$ cat src/rtl/vend_pkg.sv
// Shared types and defaults for the vending dispense path, also used by the
// coin-counting channels.
package vend_pkg;

    localparam int N_REQ_DEFAULT         = 4;
    localparam int VEND_CHG_W            = 4;
    localparam int COIN_UNIT_DEFAULT     = 5;
    localparam int MOTOR_TIMEOUT_DEFAULT = 15;

    typedef enum logic [2:0] {
        ST_IDLE     = 3'd0,
        ST_DISPENSE = 3'd1,
        ST_PAYOUT   = 3'd2,
        ST_GAP      = 3'd3,
        ST_DONE     = 3'd4,
        ST_FAULT    = 3'd5
    } vend_sched_state_t;

endpackage

$ cat src/rtl/vend_dispense_scheduler_if.sv
// Channel-side request/grant bundle plus the motor and hopper handshakes.
// The master modport is the scheduler; the slave modport is the channels/drivers side.
interface vend_dispense_scheduler_if
    import vend_pkg::*;
#(
    parameter int N_REQ = N_REQ_DEFAULT,
    parameter int CHG_W = VEND_CHG_W
) ();

    logic [N_REQ-1:0]       req;
    logic [N_REQ-1:0]       req_item;
    logic [N_REQ*CHG_W-1:0] req_change;
    logic [N_REQ-1:0]       grant;
    logic [N_REQ-1:0]       done;
    logic                   motor_on;
    logic                   motor_ack;
    logic                   hopper_pulse;
    logic                   hopper_ready;

    modport master (
        input  req, req_item, req_change, motor_ack, hopper_ready,
        output grant, done, motor_on, hopper_pulse
    );

    modport slave (
        output req, req_item, req_change, motor_ack, hopper_ready,
        input  grant, done, motor_on, hopper_pulse
    );

endinterface

$ cat src/rtl/rr_arbiter.sv
// Combinational round-robin pick: first set request at or above ptr, wrapping.
module rr_arbiter #(
    parameter  int N  = 4,
    localparam int PW = (N > 1) ? $clog2(N) : 1
) (
    input  logic [N-1:0]  req,
    input  logic [PW-1:0] ptr,
    output logic [N-1:0]  gnt,
    output logic          any
);

    always_comb begin
        // NOTE: every output gets a default before the loop so no latch is inferred.
        gnt = '0;
        any = 1'b0;
        for (int k = 0; k < N; k++) begin
            if (!any && req[(int'(ptr) + k) % N]) begin
                gnt[(int'(ptr) + k) % N] = 1'b1;
                any = 1'b1;
            end
        end
    end

endmodule

$ cat src/rtl/vend_dispense_scheduler.sv
// Arbitrates vending channels onto one dispense motor and one coin hopper,
// sequencing item drop, coin payout and completion for one sale at a time.
module vend_dispense_scheduler
    import vend_pkg::*;
#(
    parameter int N_REQ         = N_REQ_DEFAULT,
    parameter int CHG_W         = VEND_CHG_W,
    parameter int COIN_UNIT     = COIN_UNIT_DEFAULT,
    parameter int MOTOR_TIMEOUT = MOTOR_TIMEOUT_DEFAULT
) (
    input  logic                      clk,
    input  logic                      reset,
    vend_dispense_scheduler_if.master bus,
    output logic                      busy,
    output logic                      fault
);

    localparam int PW = (N_REQ > 1) ? $clog2(N_REQ) : 1;
    localparam int TW = $clog2(MOTOR_TIMEOUT + 1);
    localparam logic [TW-1:0] TIMEOUT_LIMIT = TW'(MOTOR_TIMEOUT);

    vend_sched_state_t state, state_d;
    logic [PW-1:0]     rr_ptr;
    logic [PW-1:0]     owner;
    logic [PW-1:0]     gnt_idx;
    logic [CHG_W-1:0]  coins;
    logic [CHG_W-1:0]  gnt_change;
    logic [CHG_W-1:0]  gnt_coins;
    logic [TW-1:0]     motor_cnt;
    logic [TW-1:0]     motor_cnt_inc;
    logic [N_REQ-1:0]  arb_gnt;
    logic              arb_any;

    rr_arbiter #(.N(N_REQ)) u_arb (
        .req (bus.req),
        .ptr (rr_ptr),
        .gnt (arb_gnt),
        .any (arb_any)
    );

    always_comb begin
        gnt_idx = '0;
        for (int i = 0; i < N_REQ; i++) begin
            if (arb_gnt[i]) gnt_idx = PW'(i);
        end
    end

    assign gnt_change    = bus.req_change[gnt_idx*CHG_W +: CHG_W];
    assign gnt_coins     = CHG_W'(int'(gnt_change) / COIN_UNIT);
    assign motor_cnt_inc = motor_cnt + TW'(1);

    always_comb begin
        state_d = state;
        case (state)
            ST_IDLE: begin
                if (arb_any) begin
                    if (bus.req_item[gnt_idx])  state_d = ST_DISPENSE;
                    else if (gnt_coins != '0)   state_d = ST_PAYOUT;
                    else                        state_d = ST_DONE;
                end
            end
            ST_DISPENSE: begin
                // An ack on the limit cycle wins over the timeout.
                if (bus.motor_ack)                     state_d = (coins != '0) ? ST_PAYOUT : ST_DONE;
                else if (motor_cnt_inc == TIMEOUT_LIMIT) state_d = ST_FAULT;
            end
            ST_PAYOUT: if (bus.hopper_ready) state_d = ST_GAP;
            ST_GAP:    state_d = (coins != '0) ? ST_PAYOUT : ST_DONE;
            ST_DONE:   state_d = ST_IDLE;
            ST_FAULT:  state_d = ST_FAULT;
            default:   state_d = ST_IDLE;
        endcase
    end

    always_ff @(posedge clk) begin
        if (reset) begin
            state            <= ST_IDLE;
            rr_ptr           <= '0;
            owner            <= '0;
            coins            <= '0;
            motor_cnt        <= '0;
            bus.grant        <= '0;
            bus.done         <= '0;
            bus.motor_on     <= 1'b0;
            bus.hopper_pulse <= 1'b0;
            busy             <= 1'b0;
            fault            <= 1'b0;
        end else begin
            state <= state_d;
            // NOTE: level outputs are registered from state_d so they align with
            // the state they describe instead of trailing it by a cycle.
            busy             <= (state_d != ST_IDLE);
            fault            <= (state_d == ST_FAULT);
            bus.motor_on     <= (state_d == ST_DISPENSE);
            bus.hopper_pulse <= (state == ST_PAYOUT) && bus.hopper_ready;
            bus.grant        <= (state == ST_IDLE) ? arb_gnt : '0;
            bus.done         <= (state == ST_DONE) ? (N_REQ'(1) << owner) : '0;

            if (state == ST_IDLE && arb_any) begin
                owner     <= gnt_idx;
                coins     <= gnt_coins;
                motor_cnt <= '0;
            end
            if (state == ST_DISPENSE) motor_cnt <= motor_cnt_inc;
            if (state == ST_PAYOUT && bus.hopper_ready) coins <= coins - CHG_W'(1);
            if (state == ST_DONE) rr_ptr <= (owner == PW'(N_REQ - 1)) ? '0 : owner + PW'(1);
        end
    end

endmodule

$ cat src/flat_wrapper.sv
// flat-port wrapper written by rule: the top's interface ports become plain ports
module vend_dispense_scheduler_flat import vend_pkg::*;
#(
    parameter int N_REQ         = N_REQ_DEFAULT,
    parameter int CHG_W         = VEND_CHG_W,
    parameter int COIN_UNIT     = COIN_UNIT_DEFAULT,
    parameter int MOTOR_TIMEOUT = MOTOR_TIMEOUT_DEFAULT
)
  (clk, reset, busy, fault, bus_req, bus_req_item, bus_req_change, bus_motor_ack, bus_hopper_ready, bus_grant, bus_done, bus_motor_on, bus_hopper_pulse);
  vend_dispense_scheduler_if #(.N_REQ(N_REQ), .CHG_W(CHG_W)) bus_i ();
  input  logic clk;
  input  logic reset;
  output logic busy;
  output logic fault;
  input wire logic [$bits(bus_i.req)-1:0] bus_req;
  input wire logic [$bits(bus_i.req_item)-1:0] bus_req_item;
  input wire logic [$bits(bus_i.req_change)-1:0] bus_req_change;
  input wire logic [$bits(bus_i.motor_ack)-1:0] bus_motor_ack;
  input wire logic [$bits(bus_i.hopper_ready)-1:0] bus_hopper_ready;
  output wire logic [$bits(bus_i.grant)-1:0] bus_grant;
  output wire logic [$bits(bus_i.done)-1:0] bus_done;
  output wire logic [$bits(bus_i.motor_on)-1:0] bus_motor_on;
  output wire logic [$bits(bus_i.hopper_pulse)-1:0] bus_hopper_pulse;
  assign bus_i.req = bus_req;
  assign bus_i.req_item = bus_req_item;
  assign bus_i.req_change = bus_req_change;
  assign bus_i.motor_ack = bus_motor_ack;
  assign bus_i.hopper_ready = bus_hopper_ready;
  assign bus_grant = bus_i.grant;
  assign bus_done = bus_i.done;
  assign bus_motor_on = bus_i.motor_on;
  assign bus_hopper_pulse = bus_i.hopper_pulse;
  vend_dispense_scheduler #(.N_REQ(N_REQ), .CHG_W(CHG_W), .COIN_UNIT(COIN_UNIT), .MOTOR_TIMEOUT(MOTOR_TIMEOUT)) u_core (.clk(clk), .reset(reset), .bus(bus_i), .busy(busy), .fault(fault));
endmodule
$ cat config.mk
export PLATFORM = sky130hd
export DESIGN_NAME = vend_dispense_scheduler_flat
export DESIGN_NICKNAME = d
export VERILOG_FILES = /design/src/rtl/vend_pkg.sv /design/src/rtl/vend_dispense_scheduler_if.sv /design/src/rtl/rr_arbiter.sv /design/src/rtl/vend_dispense_scheduler.sv /design/src/flat_wrapper.sv
export SDC_FILE = /design/constraint.sdc
export NUM_CORES = 1
export LEC_CHECK = 0
export ABC_AREA = 1
export CAP_MARGIN = 0
export CORE_UTILIZATION = 44
export CTS_CLUSTER_DIAMETER = 200
export CTS_CLUSTER_SIZE = 25
export DETAILED_ROUTE_END_ITERATION = 8
export PLACE_DENSITY = 0.74
export SETUP_SLACK_MARGIN = 0.1
export SLEW_MARGIN = 20
export SYNTH_ARGS = -nofsm -noshare
export SYNTH_HDL_FRONTEND = slang
export SYNTH_SLANG_ARGS = --single-unit
$ cat constraint.sdc
create_clock -name clk -period 6.5 [get_ports clk]
set_input_delay 1.3 -clock clk [delete_from_list [all_inputs] [get_ports clk]]
set_output_delay 1.3 -clock clk [all_outputs]
set_load 0.05 [all_outputs]
==> summary.txt, run 1 <==
Placement
  • Detailed Place HPWL: around 3400 um
  • Port bufs: 39
  • Routability cong.: 0.864
  • Pre-CTS WS: 2.35 ns

Worst setup path
  • Type of origin of the critical path: input port
  • CP max stage cell: clkdlybuf4s50_1
  • Reg-to-reg startpoint: u_core.rr_ptr[0]
  • Worst Setup End Kind: register
  • Setup slack, reg-to-reg: approximately 3.1 ns
  • Crit-path most repeated cell: nand2_1
  • Critical Path AT: 4.03 ns
  • R2R depth: 21
  • Worst path bufs/invs: 3
  • Worst path cell trace: clkdlybuf4s50_1 > nand2_1 > nand3_2 > nand2_4 > nand2_4 > nor2_4 > nand2_1 > nand2_2 > nor2_4 > nand2_2 > inv_1 > nand3_1 > nand2_1 > ha_1 > inv_1 > ha_1 > nor2_1 > nand4_1 > nand2_1 > a21oi_1
  • Critical Path Max Stage Delay: 0.52 ns
  • Worst-path fanout max: 12
  • Worst R2R End: u_core.coins[0]
  • Worst Setup Path Type: in -> reg
  • Worst Path Required: 6.65 ns
  • Cell family contributing the most delay on the critical path: simple AND/OR/NAND/NOR gates

Global route
  • Met1 global-route usage: 0.249
  • Number of global-route vias before repair: 1765
  • First-pass GRT wire length: 7520 um
  • Initial antenna violation count: 0
  • Most used routing layer: met2
  • Routing usage on met3: 0.0102
  • GRT Resource Usage Total: 0.185
  • Largest net degree at the start of global routing: 16
  • Congestion Overflow GR: 0
  • Met2 Track Usage GR: 0.311

Clock network
  • CTS tree: done
  • Worst-Skew Late Latency: 0.27 ns
  • CTS max path bufs: 2
  • Root Buffer: clkbuf_8
  • PostCTS Resize Cnt: 0
  • CTS clk-pin slew, worst paths: 0.09 ns
  • CTS Hold Bufs: 0
  • CTS HTree Levels: 1
  • CTS sink cnt: 27
  • Setup Fix Bufs, Post-CTS: 0
  • Total CTS buffers: 3

Timing
  • Slew Viols, Final: 0
  • Period minus WS final: 3.89 ns
  • Slew @ Worst Pin: between 0.4 and 0.5 ns
  • Worst Skew: 0.00280 ns
  • RSZ-0062 raised after global routing: false
  • Setup TNS: 0 ns
  • Worst relative slew slack: 0.668
  • Crit share post-route: 0.598
  • Hold Fails Final Rpt: 0
  • Hold slack: 0.469 ns
  • Final Worst Setup Slack: ~2.6 ns
  • Final setup fails: 0
  • Peak Freq: 0.257 GHz

Power
  • Leak: 1.19 nW
  • Pwr Density: 429 nW/um^2
  • Maximum VDD drop: 0.000191 V

Status
  • Status: finished, final reports clean

Synth
  • Number of synthesis warnings: 0
  • EDFF count, synth: 0
  • Mapped Nets: between 300 and 400
  • Most used DFF post-synth: dfxtp_1
  • Mean area per synthesized cell: 6.80 um^2
  • Syn Inst Count: 295
  • Asr flop ratio synth: 0
  • Yosys reg bits: 27
  • Netlist Area Pre-Place: between 2000 and 2500 um^2
  • Synth cell types: 36
  • Seq/Total Area, Yosys: 0.269

Drt
  • DRC: 0
  • Antenna-violating nets left: 0
  • Total number of vias: approximately 1.9k
  • Wirelength per Cell: ~11 um
  • DRT Wirelength: 4160 um
  • Vias/cell: 4.86
  • Iteration count of the initial detailed-routing pass: 4
  • 1st-iter DRT viols: 106

Floorplanning
  • Initial Util: 0.461
  • Die Width: 69.5 um
  • Core Rows: 24
  • Core area: 4350 um^2
  • I/O pins: 40
  • Chip Height: 69.5 um
  • Die footprint: between 4000 and 5000 um^2

Final layout
  • Ratio of cells with drive above 1 in the final layout: 0.140
  • Sequential cell area: approximately 540 um^2
  • Final nets: between 300 and 400
  • Area of the multi-input gates: around 1300 um^2
  • Diode count: 0
  • Filler cells: 426
  • Area Overhead vs Synth: 24.3%

Hold path
  • Worst hold stages: 2
  • Hold WC Path Type: reg -> reg
  • Hold path start: u_core.coins[3]
  • Hold endpoint: u_core.coins[3]

Job
  • Max cap viols: 0
cell type report:
cell class | instances | share of cell area
Clock buffer | 3 | 0.0166
Tap cell | 52 | 0.0261
Multi-Input combinational cell | 215 | 0.504
Inverter | 51 | 0.0778
Timing Repair Buffer | 39 | 0.157
Clock inverter | 1 | 0.00201
Sequential cell | 27 | 0.217
metrics by stage:
| stage | cells | power [mW] | util | cell area [um^2] |
|---|---|---|---|---|
| 2_1_floorplan | 295 | 0.820 | - | 2010 |
| 3_3_place_gp | 384 | 0.964 | 0.562 | 2450 |
| 3_5_place_dp | 384 | 0.978 | 0.562 | 2450 |
| 4_1_cts | 388 | 1.08 | 0.573 | 2490 |
| 5_1_grt | 388 | 1.18 | 0.573 | 2490 |
| 6_report | 388 | 1.07 | 0.573 | 2490 |
registers in the layout, summed over array words and instances (netlist names):
name	count
u_core.busy	1
u_core.motor_cnt	4
u_core.bus.hopper_pulse	1
u_core.fault	1
u_core.rr_ptr	2
u_core.owner	2
u_core.bus.done	4
u_core.bus.motor_on	1
u_core.state	3
u_core.bus.grant	4
u_core.coins	4
synthesized netlist by cell type, types with 2 or more instances:
cell      number  area, um^2
nand2_1       68         255
inv_1         44         165
dfxtp_1       27         541
nand3_1       27         135
nor2_1        22        82.6
a21oi_1       15        75.1
ha_1          15         188
nand2_2       14        87.6
o21ai_0       12        60.1
nand2_4        5        56.3
inv_2          4        15.0
nor2_2         4        25.0
nor2_4         4        45.0
nand3_2        3        30.0
nor3_1         3        15.0
o21ai_2        3        26.3
a221oi_1       2        17.5
clkinv_1       2        7.51
nand3b_1       2        15.0
nand4_1        2        12.5
or2_2          2        12.5
report_power, final:
part	internal, mW	switching, mW
combinational	0.250	0.499
clock	0.0429	0.0514
sequential	0.202	0.0243
per-layer routing:
metal | share of wire | vias up
li1 | - | 1016
met4 | 0.016 | 0
met3 | 0.029 | 6
met1 | 0.50 | 823
met2 | 0.46 | 39
met5 | 0 | -
worst reg2reg max path, cell delays in order (launching register included):
cell,delay (ns)
dfxtp_1,0.58
inv_2,0.19
ha_1,0.39
inv_1,0.08
nand3_1,0.10
nand2_2,0.11
nand2_4,0.11
nor2_4,0.05
nand2_1,0.07
nand2_2,0.07
nor2_4,0.28
nand2_2,0.13
inv_1,0.14
nand3_1,0.09
nand2_1,0.14
ha_1,0.17
inv_1,0.04
ha_1,0.26
nor2_1,0.10
nand4_1,0.11
nand2_1,0.08
a21oi_1,0.05
cells by family after synthesis:
kind of cell / count (synthesis) / synth area share
AOI/OAI and AO/OA: 39 / 0.114
xor gates and xnor gates: 2 / 0.00873
adders and majority gates: 15 / 0.0935
buffers and inverters: 53 / 0.104
DFF: 27 / 0.269
and+or+nand+nor: 159 / 0.410
worst max-delay path by stage:
stage / from / end / cells past startpoint
6_report: bus_req[1] / u_core.coins[0] / 20
5_1_grt: bus_req[1] / u_core.coins[0] / 20
4_1_cts: bus_req[1] / u_core.coins[0] / 20
3_5_place_dp: bus_req[1] / u_core.coins[0] / 20
3_3_place_gp: bus_req[1] / u_core.coins[0] / 20
2_1_floorplan: bus_req[3] / u_core.coins[0] / 20
layout by cell type, fill, tap and decap left out, drive strengths merged:
cell type | synthesis | final
nor3 | 4 | 4
clkinv | 2 | 3
nand3 | 30 | 30
o21ai | 16 | 16
nor2 | 31 | 31
dfxtp | 27 | 27
nand3b | 2 | 2
ha | 15 | 15
a21boi | 1 | 1
a21oi | 15 | 15
nand2 | 87 | 87
clkbuf | 1 | 3
xor2 | 1 | 1
a211oi | 1 | 1
o211a | 1 | 1
xnor2 | 1 | 1
o21bai | 1 | 1
a31oi | 1 | 1
a221oi | 2 | 2
inv | 49 | 49
nand4 | 3 | 3
clkdlybuf4s50 | 0 | 39
or2 | 2 | 2
o22ai | 1 | 1
No activity file was read; power rests on OpenSTA's default activity.
==> run 2, diff against run 1 <==
PLACE_DENSITY = 0.77   (was 0.74)
clock period = 3.24 ns   (was 6.5 ns; I/O delays follow)
==> run 2 against run 1 <==
Against the previous run: die area is the same; count of clock-buffer cells in the layout is the same; worst setup slack got worse by 2.3 ns; register-to-register slack got worse by 2.7 ns; worst hold slack improved by 0.00075 ns; global-route usage grew 0.59 points; flip-flop and latch count unchanged; sequential power is 96% higher.
==> summary.txt, run 2 (synthesized netlist as in run 1, its figures left out) <==
Clock network
  • CTS max path bufs: 2
  • CTS sink cnt: 27
  • CTS tree: done
  • Total CTS buffers: 3
  • Root Buffer: clkbuf_8
  • CTS clk-pin slew, worst paths: approximately 0.09 ns
  • Worst-Skew Late Latency: ~0.28 ns
  • CTS HTree Levels: 1

Final layout
  • Ratio of cells with drive above 1 in the final layout: 0.195
  • Area Overhead vs Synth: 31.4%
  • Final nets: a little under 400
  • Diode count: 0
  • Most common cell after layout, fill and taps aside: nand2_1
  • Post-route cell area: around 2600 um^2
  • Most frequent cells in the layout: nand2_1 (63), inv_1 (43), clkdlybuf4s50_1 (36), dfxtp_1 (27), nand3_1 (26)
  • Filler cells: between 400 and 500

Timing
  • RSZ-0062 raised after global routing: false
  • Hold Fails Final Rpt: 0
  • Crit share post-route: 0.916
  • Worst relative slew slack: 0.666
  • Slew @ Worst Pin: 0.499 ns
  • Slew Viols, Final: 0
  • Period minus WS final: 2.97 ns
  • Worst Skew: 0.00440 ns
  • Peak Freq: between 0.3 and 0.4 GHz
  • Hold slack: 0.469 ns
  • Final setup fails: 0

Worst setup path
  • Type of origin of the critical path: input port
  • Worst path bufs/invs: 4
  • Worst Path Required: 3.39 ns
  • Critical Path Max Stage Delay: 0.46 ns
  • Critical Path AT: ~3.1 ns
  • Worst path cell trace: clkdlybuf4s50_1 > nand2_2 > nand3_2 > nand2_4 > inv_4 > nand2_2 > nand2_1 > clkinv_1 > nand2_2 > nor2_8 > nand2_4 > nand2_4 > nand2_1 > nand2_2 > nand2_4 > ha_1 > inv_1 > ha_1 > nor2_1 > nand4_1 > nand2_1 > a21oi_1
  • CP max stage cell: clkdlybuf4s50_1
  • Cell family contributing the most delay on the critical path: simple AND/OR/NAND/NOR gates
  • Setup slack, reg-to-reg: roughly 0.39 ns
  • Worst Setup Path Type: in -> reg
  • Worst-path fanout max: 7
  • Worst Setup End Kind: register

Global route
  • Congestion Overflow GR: 0
  • GRT Resource Usage Total: 0.191
  • Largest net degree at the start of global routing: 17
  • Initial antenna violation count: 0
  • First-pass GRT wire length: 7580 um
  • Number of global-route vias before repair: roughly 1.8k

Placement
  • Detailed Place HPWL: 3490 um
  • Port bufs: 39
  • Placed cell area: 2510 um^2
  • Routability cong.: roughly 0.85

Power
  • Leak: 1.28 nW
  • Pwr Density: ~890 nW/um^2
  • Maximum VDD drop: approximately 0.00046 V

Status
  • Status: finished, final reports clean

Floorplanning
  • Initial Util: 0.461
  • Core area: 4350 um^2
  • Die footprint: 4840 um^2
  • I/O pins: 40
  • Core Rows: 24
  • Chip Height: 69.5 um
  • Die Width: between 60 and 70 um

Job
  • Max cap viols: 0

Drt
  • Vias/cell: 4.94
  • 1st-iter DRT viols: 76
  • Total number of vias: a little under 2k
  • Wirelength per Cell: 11.3 um
  • Antenna-violating nets left: 0
  • Iteration count of the initial detailed-routing pass: 4
  • DRT Wirelength: around 4500 um
  • DRC: 0

Hold path
  • Hold WC Path Type: reg -> reg
## run 2: worst reg2reg max path: cells and delay by family, from the launching register on
family,cells,cell delay [ns]
compound gates,1,0.05
fa+ha+maj,3,0.72
buf+inv,3,0.22
flops,1,0.36
simple gates,15,1.40
## run 2: per-stage QoR
stage | utilization | TNS [ns] | power (mW) | instances | worst slack, ns
2_1_floorplan | - | 0 | 1.65 | 295 | 0.352
3_3_place_gp | 0.576 | -0.0215 | 2.02 | 392 | -0.0215
3_5_place_dp | 0.576 | -0.0728 | 2.05 | 392 | -0.0728
4_1_cts | 0.587 | 0 | 2.25 | 396 | 0.228
5_1_grt | 0.605 | 0 | 2.58 | 401 | 0.0875
6_report | 0.605 | 0 | 2.34 | 401 | 0.273
## run 2: cell type report
class	count	area (um^2)	area share
multi-input combinational	215	1290	0.490
sequential	27	541	0.205
timing repair buffer	52	495	0.188
inverter	51	194	0.0736
tap	52	65.1	0.0247
clock buffer	3	41.3	0.0157
clock inverter	1	7.51	0.00285
## run 2: per-layer routing
metal	share of wire	wire length [um]	track usage
met1	0.49	2230	0.251
met2	0.45	2060	0.315
met3	0.036	164	0.0189
met4	0.018	82	0.0839
met5	0	0	0
## run 2: path summary, 6_finish.rpt
check                                      start              end  cells past startpoint
worst max-delay path                  bus_req[2]  u_core.coins[0]                     22
worst min-delay path             u_core.coins[3]  u_core.coins[3]                      2
worst max register to register  u_core.rr_ptr[1]  u_core.coins[0]                     22
worst min register to register   u_core.coins[3]  u_core.coins[3]                      2
## run 2: power by group
part	total, mW	switching, mW	internal [mW]
combinational	1.70	1.07	0.632
clock	0.197	0.109	0.0875
sequential	0.442	0.0369	0.405
## run 2: timing repair
| action | 4_1_cts | 5_1_grt |
|---|---|---|
| endpoints found under the hold margin | 0 | 0 |
| gates resized for setup | 0 | 12 |
| buffers inserted | 0 | 5 |
| endpoints found under the setup margin | 0 | 2 |
| hold buffers | 0 | 0 |
==> run 3, diff against run 2 <==
CTS_BUF_LIST = sky130_fd_sc_hd__clkbuf_16   (was default)
==> run 3 against run 2 <==
Against the previous run: count of clock-buffer cells in the layout is the same; worst setup slack gained 0.13 ns; wire length grew 0.11%; largest cell class unchanged.
==> summary.txt, run 3 (synthesized netlist as in run 1, its figures left out) <==
Status
  • Status: finished, final reports clean

Power
  • Leak: 1.30 nW
  • Maximum VDD drop: roughly 0.00047 V
  • Pwr Density: between 900 and 1000 nW/um^2

Clock network
  • Total CTS buffers: 3
  • Root Buffer: clkbuf_16
  • CTS sink cnt: 27
  • Worst-Skew Late Latency: 0.26 ns
  • CTS tree: done
  • CTS clk-pin slew, worst paths: 0.07 ns
  • CTS HTree Levels: 1
  • CTS Hold Bufs: 0
  • CTS max path bufs: 2

Final layout
  • Most frequent cells in the layout: nand2_1 (63), inv_1 (43), clkdlybuf4s50_1 (35), dfxtp_1 (27), nand3_1 (26)
  • Filler cells: ~400
  • Area Overhead vs Synth: 33.2%
  • Most common cell after layout, fill and taps aside: nand2_1
  • Diode count: 0
  • Finished Layout Cells: approximately 400
  • Sequential cell area: about 540 um^2
  • Final nets: 393
  • Ratio of cells with drive above 1 in the final layout: 0.195
  • Area of the multi-input gates: around 1300 um^2
  • Final core occ: 0.614

Hold path
  • Hold endpoint: u_core.coins[3]
  • Worst hold stages: 2
  • Hold path start: u_core.coins[3]
  • Hold WC Path Type: reg -> reg

Drt
  • Vias/cell: 4.94
  • DRC: 0
  • DRT Wirelength: 4540 um
  • Total number of vias: 1979
  • Wirelength per Cell: 11.3 um
  • Antenna-violating nets left: 0
  • Iteration count of the initial detailed-routing pass: 4
  • 1st-iter DRT viols: between 90 and 100

Worst setup path
  • CP max stage cell: dfxtp_1
  • Worst path cell trace: inv_2 > ha_4 > inv_1 > nand3_1 > nand2_2 > nand2_4 > nor2_4 > nand2_2 > nand2_2 > nor2_8 > nand2_4 > nand2_4 > nand2_1 > nand2_2 > nand2_4 > ha_1 > inv_1 > ha_1 > nor2_1 > nand4_1 > nand2_1 > a21oi_1
  • Cell family contributing the most delay on the critical path: simple AND/OR/NAND/NOR gates
  • Worst R2R End: u_core.coins[0]
  • Worst path bufs/invs: 3
  • R2R depth: 22
  • Worst Setup Path Type: reg -> reg
  • Critical Path Max Stage Delay: 0.35 ns
  • Worst-path fanout max: 7
  • Worst Setup End Kind: register
  • Setup slack, reg-to-reg: 0.40 ns
  • Type of origin of the critical path: register
  • Reg-to-reg startpoint: u_core.rr_ptr[1]
  • Worst Path Required: 3.37 ns
  • Critical Path AT: 2.97 ns

Global route
  • GRT Resource Usage Total: 0.190
  • Number of global-route vias before repair: 1822
  • Congestion Overflow GR: 0
  • Initial antenna violation count: 0
  • First-pass GRT wire length: 7640 um
  • Largest net degree at the start of global routing: 17

Placement
  • Port bufs: 39
  • Routability cong.: 0.855
  • Dpl cells: 392
  • Detailed Place HPWL: between 3000 and 4000 um
  • Pre-CTS WS: -0.0728 ns

Floorplanning
  • Initial Util: 0.461
  • Chip Height: slightly below 70 um
  • Core Rows: 24
  • Die footprint: 4840 um^2
  • Die Width: around 70 um
  • Core area: 4350 um^2
  • I/O pins: 40

Timing
  • Peak Freq: between 0.3 and 0.4 GHz
  • Slew @ Worst Pin: 0.499 ns
  • Worst relative slew slack: 0.666
  • Hold Fails Final Rpt: 0
  • Worst Skew: 0.00263 ns
  • Period minus WS final: 2.84 ns
  • Final Worst Setup Slack: around 0.40 ns
  • Crit share post-route: 0.877
  • Final setup fails: 0
  • RSZ-0062 raised after global routing: false
  • Slew Viols, Final: 0

Job
  • Max cap viols: 0
[run 3: worst max path at each step]
| stage | from | endpoint | slack (ns) | cells after the start |
|---|---|---|---|---|
| after floorplan | u_core.rr_ptr[0] | u_core.coins[0] | 0.35 | 22 |
| after global routing | u_core.rr_ptr[1] | u_core.coins[0] | 0.17 | 22 |
| after detailed placement | bus_req[3] | u_core.coins[0] | -0.07 | 22 |
| final | u_core.rr_ptr[1] | u_core.coins[0] | 0.40 | 22 |
| after CTS | bus_req[3] | u_core.coins[0] | 0.20 | 22 |
| after global placement | bus_req[1] | u_core.coins[0] | -0.02 | 22 |
[run 3: power by group]
group,switching (mW),internal (mW)
clock network,0.113,0.168
logic,1.07,0.631
registers,0.0370,0.405
total,1.22,1.20
[run 3: what timing repair did]
action | CTS | global route
endpoints found under the setup margin | 0 | 2
gates resized for setup | 0 | 13
setup buffers | 0 | 5
[run 3: per-stage QoR]
step	TNS, ns	hold WS (ns)	instance area (um^2)	total power [mW]
floorplan	0	0.439	2010	1.65
global placement	-0.0215	0.449	2510	2.02
detailed placement	-0.0728	0.456	2510	2.05
CTS	0	0.466	2590	2.34
global route	0	0.484	2670	2.67
finish	0	0.467	2670	2.42
[run 3: tightest hold or removal path, cell delays in order (launching register included)]
cell and delay [ns]:
dfxtp_1 0.31, nand2_1 0.06, a21oi_1 0.05
[run 3: final cells by class]
class                           count  share of cell area
Clock buffer                        3              0.0281
Multi-Input combinational cell    215               0.484
Clock inverter                      1             0.00281
Timing Repair Buffer               52               0.186
Inverter                           51              0.0726
Sequential cell                    27               0.202
Tap cell                           52              0.0243
[run 3: per-layer routing]
layer | up-vias | wire [um] | track usage | share of wire
met4 | 0 | 61 | 0.0703 | 0.013
li1 | 1043 | - | - | -
met1 | 881 | 2210 | 0.253 | 0.49
met3 | 6 | 189 | 0.0189 | 0.042
met2 | 49 | 2080 | 0.317 | 0.46
met5 | - | 0 | 0 | 0
